--- src/rtl/reg_bank_pkg.sv ---
// Shared defaults and FSM encoding for the two-requester register bank arbiter.
package reg_bank_pkg;

  localparam int DATA_W_DEF   = 4;
  localparam int NUM_REGS_DEF = 4;
  localparam int ADDR_W_DEF   = $clog2(NUM_REGS_DEF);

  // Each grant owns one state bit, so gnt0/gnt1 are straight register outputs.
  typedef enum logic [1:0] {
    IDLE = 2'b00,
    G0   = 2'b01,
    G1   = 2'b10
  } state_t;

endpackage

--- src/rtl/reg_bank.sv ---
// Register array with a single write port and a registered read port.
module reg_bank
  import reg_bank_pkg::*;
#(
  parameter int DATA_W   = DATA_W_DEF,
  parameter int NUM_REGS = NUM_REGS_DEF,
  parameter int ADDR_W   = $clog2(NUM_REGS)
) (
  input  logic              clk,
  input  logic              rst_n,
  input  logic              clr,
  input  logic              we,
  input  logic [ADDR_W-1:0] waddr,
  input  logic [DATA_W-1:0] wdata,
  input  logic [ADDR_W-1:0] raddr,
  output logic [DATA_W-1:0] rdata
);

  logic [DATA_W-1:0] bank [NUM_REGS];

  always_ff @(posedge clk or negedge rst_n) begin
    if (!rst_n) begin
      for (int i = 0; i < NUM_REGS; i++) bank[i] <= '0;
    end else if (clr) begin
      for (int i = 0; i < NUM_REGS; i++) bank[i] <= '0;
    end else if (we) begin
      bank[waddr] <= wdata;
    end
  end

  // Reads sample the array before this edge's write lands: same-address collisions return the old value.
  always_ff @(posedge clk or negedge rst_n) begin
    if (!rst_n) rdata <= '0;
    else        rdata <= bank[raddr];
  end

endmodule

--- src/rtl/reg_bank_arb.sv ---
// Round-robin arbiter granting two writers single-cycle access to a shared register bank.
module reg_bank_arb
  import reg_bank_pkg::*;
#(
  parameter int DATA_W   = DATA_W_DEF,
  parameter int NUM_REGS = NUM_REGS_DEF,
  parameter int ADDR_W   = $clog2(NUM_REGS)
) (
  input  logic              clk,
  input  logic              rst_n,
  input  logic              clr,
  input  logic              req0,
  input  logic [ADDR_W-1:0] addr0,
  input  logic [DATA_W-1:0] data0,
  input  logic              req1,
  input  logic [ADDR_W-1:0] addr1,
  input  logic [DATA_W-1:0] data1,
  output logic              gnt0,
  output logic              gnt1,
  input  logic [ADDR_W-1:0] raddr,
  output logic [DATA_W-1:0] rdata,
  output logic [7:0]        wr_cnt
);

  state_t            state;
  state_t            state_nxt;
  logic              last;
  logic              we;
  logic [ADDR_W-1:0] waddr;
  logic [DATA_W-1:0] wdata;

  // last = 1 after reset so requester 0 wins the first tie.
  always_ff @(posedge clk or negedge rst_n) begin
    if (!rst_n) begin
      state <= IDLE;
      last  <= 1'b1;
    end else begin
      state <= state_nxt;
      if (state_nxt == G0)      last <= 1'b0;
      else if (state_nxt == G1) last <= 1'b1;
    end
  end

  always_comb begin
    state_nxt = IDLE;
    if (!clr) begin
      case (state)
        IDLE: begin
          if (req0 && req1) state_nxt = last ? G0 : G1;
          else if (req0)    state_nxt = G0;
          else if (req1)    state_nxt = G1;
        end
        G0:      if (req1) state_nxt = G1;
        G1:      if (req0) state_nxt = G0;
        default: state_nxt = IDLE;
      endcase
    end
  end

  // The write commits on the same edge that raises the grant.
  always_comb begin
    gnt0  = (state == G0);
    gnt1  = (state == G1);
    we    = (state_nxt != IDLE);
    waddr = (state_nxt == G1) ? addr1 : addr0;
    wdata = (state_nxt == G1) ? data1 : data0;
  end

  always_ff @(posedge clk or negedge rst_n) begin
    if (!rst_n)                     wr_cnt <= 8'd0;
    else if (clr)                   wr_cnt <= 8'd0;
    else if (we && wr_cnt != 8'hFF) wr_cnt <= wr_cnt + 8'd1;
  end

  reg_bank #(
    .DATA_W  (DATA_W),
    .NUM_REGS(NUM_REGS),
    .ADDR_W  (ADDR_W)
  ) u_bank (
    .clk  (clk),
    .rst_n(rst_n),
    .clr  (clr),
    .we   (we),
    .waddr(waddr),
    .wdata(wdata),
    .raddr(raddr),
    .rdata(rdata)
  );

endmodule

--- config.mk ---
export PLATFORM = sky130hd
export DESIGN_NAME = reg_bank_arb
export DESIGN_NICKNAME = d
export VERILOG_FILES = /design/src/rtl/reg_bank_pkg.sv /design/src/rtl/reg_bank.sv /design/src/rtl/reg_bank_arb.sv
export SDC_FILE = /design/constraint.sdc
export NUM_CORES = 1
export LEC_CHECK = 0
export ABC_AREA = 1
export CAP_MARGIN = 10
export CORE_UTILIZATION = 51
export DETAILED_ROUTE_END_ITERATION = 10
export GPL_TIMING_DRIVEN = 1
export PLACE_DENSITY_LB_ADDON = 0.25
export SETUP_SLACK_MARGIN = 0.4
export SLEW_MARGIN = 20
export SYNTH_ARGS = -nofsm -noshare
export SYNTH_HDL_FRONTEND = slang
export SYNTH_SLANG_ARGS = --single-unit
--- constraint.sdc ---
create_clock -name clk -period 2.55 [get_ports clk]
set_clock_uncertainty 0.1 [all_clocks]
set_input_delay 0.3825 -clock clk [delete_from_list [all_inputs] [get_ports clk]]
set_output_delay 0.3825 -clock clk [all_outputs]
set_load 0.03 [all_outputs]
==> metrics.yaml <==
max_cap_violations: 0
synthMuxAreaShare: 0
clkPwrFrac: 0.273
clock_latency_ps: 330
routed_wirelength_um: 3580
first_pass_iters: 4
wl_per_cell_um: 11.5
num-nets-final: 290
dp_slack_ps: 119
grt_max_degree: 32
p_leak_nw: 1.11
grt.total_usage: 0.231
hold_violations: 0
worst-endpoint-arrival_ps: 1550
dp_hpwl_um: 2570
vias_per_cell: 5.14
ys_types: 23
clk_pin_slew_ps: 100
start_util: 0.541
power_frac_comb: 0.223
die_w_um: 58.9
startpoint: "state[1]"
synthCells: 219
synth_top_family_by_area: "simple AND/OR/NAND/NOR gates"
fmax_mhz: 493
tightest_slew_ps: 377
grt-ovfl-total: 0
critical_path_peak_fanout: 3
required_ps: 2070
die-area_um2: 3470
cts.sinks: 31
rsz0062_at_grt: "false"
syn_nets: 242
final-max-slew-violation-count: 0
h-tree-depth: 2
hold_path_class: "in2async"
slowest_stage: "clkdlybuf4s50_1"
p_sw_uw: 312
utilization: 0.714
coreArea_um2: 3050
first_iter_violations: 74
synth_compound_area_frac: 0.0908
yosysSeqAreaShare: 0.470
synth_fa_ha_area_frac: 0.0303
p_int_uw: 752
crit_chain: "inv_1, nor2_1, clkdlybuf4s50_1"
cts_root_buf: "clkbuf_4"
status: "complete, no violations"
area_growth_syn_to_layout_pct: 31.9
synthXorXnorAreaFrac: 0
antenna_found_initial: 0
finalSetupViolCount: 0
worstSetupStartpointType: "register"
final_common_cell: "nand2_1"
slowest_delay_ps: 680
gp_congestion: 0.793
cts_buffer_depth: 2
slew_headroom: 0.749
antennaDiodeCount: 0
num_rows: 20
seq_power_share: 0.504
fillCellCount: 247
netSwitchingFraction: 0.293
multi_input_area_um2: 783
end_kind: "output pin"
crit_type: "reg2out"
cts_tree: "yes"
routed-via-count: 1599
grt_pass1_vias: 1385
register_area_um2: 777
power_mw: 1.06
finalSetupTns_ps: 0
cts_made_buffers: 5
fin_crit_sh: 0.796
syn-cell-area_um2: 1650
final_cell_mix: "72 x nand2_1, 31 x clkdlybuf4s50_1, 30 x nor2_1, 30 x dfrtp_1, 21 x nand3_1"
die_y_um: 58.9
ios: 33
drc: 0
r2r-start: "last"
synth.avg_cell_area_um2: 7.55
timing.final.crit_period_ps: 2030
synthSimpleGateAreaFrac: 0.339
vdd_ir_drop_max_mv: 0.263
io_buffers: 32
grt_pass1_wl_um: 5910
whs_ps: 335
setup_slack_ps: 520
ant_nets: 0
ys_warn_count: 0
drive_above_1_share: 0.150
power_density_nw_per_um2: 488
cts_hold_buf: 0
synth-seq-cells: 31
==> cell families (layout without fill, tap and decap cells) <==
group | after synthesis | after routing
buffers and inverters | 26 | 74
AOI/OAI and AO/OA | 26 | 26
and+or+nand+nor | 132 | 132
adders and majority gates | 4 | 4
DFF | 31 | 31
==> Yosys cell counts (all sizes together) <==
| master | count | share of area |
|---|---|---|
| o21ai | 18 | 0.061 |
| inv | 22 | 0.053 |
| ha | 4 | 0.030 |
| o21bai | 1 | 0.0045 |
| dfstp | 1 | 0.016 |
| nor3b | 1 | 0.0045 |
| nor2 | 31 | 0.070 |
| nand3 | 25 | 0.088 |
| buf | 4 | 0.017 |
| nand3b | 2 | 0.0091 |
| o22ai | 4 | 0.015 |
| a21oi | 2 | 0.0061 |
| dfrtp | 30 | 0.45 |
| a31oi | 1 | 0.0038 |
| nand2 | 73 | 0.17 |
==> metrics by stage <==
step / std cells / area, µm²
floorplan: 219 / 1650
global placement: 303 / 2090
detailed placement: 303 / 2090
CTS: 310 / 2150
global route: 311 / 2180
finish: 311 / 2180
==> layout make-up <==
type / count / area share
flip-flops and latches: 31 / 0.356
repair buffers: 45 / 0.193
multi-input cells: 162 / 0.359
clock buffers: 6 / 0.0235
inverters: 22 / 0.0402
well taps: 44 / 0.0253
clock inverters: 1 / 0.00230
==> critical path, delay by kind of cell (launching register included) <==
family | cells | cell delay [ps]
buf+inv | 2 | 760
flops | 1 | 370
simple gates | 1 | 100
==> power groups by stage <==
stage | Combinational, mW | Sequential [mW] | Clock, mW
after global placement | 0.222 | 0.545 | 0
final | 0.237 | 0.536 | 0.291
after CTS | 0.229 | 0.535 | 0.298
after detailed placement | 0.226 | 0.545 | 0
after floorplan | 0.107 | 0.559 | 0
after global routing | 0.262 | 0.538 | 0.319
==> path summary, 6_finish.rpt <==
kind | to | slack [ps] | cells after the start
min reg2reg | u_bank.bank[7] | 420 | 2
min in group clk | state[0] | 380 | 3
max reg2reg | u_bank.bank[1] | 530 | 12
max in group asynchronous | last | 1700 | 2
min | wr_cnt[2] | 330 | 2
max | gnt1 | 520 | 3
==> repair_timing <==
action | 4_1_cts | 5_1_grt
pin swaps | 0 | 2
endpoints found under the setup margin | 4 | 21
resized for setup | 1 | 6
buffers inserted | 0 | 1
==> flip-flops by register name, indices dropped and copies added, names as in the netlist <==
name / cells
wr_cnt: 8
state: 2
u_bank.rdata: 4
last: 1
u_bank.bank: 16
==> routing by layer <==
| layer | GRT usage | vias to the layer above | share of wire |
|---|---|---|---|
| met4 | 0.0748 | 0 | 0.012 |
| met2 | 0.362 | 54 | 0.47 |
| met5 | 0 | - | 0 |
| met3 | 0.0593 | 6 | 0.046 |
| met1 | 0.313 | 743 | 0.47 |
| li1 | - | 796 | - |
Power figures use the tool's default switching activity.
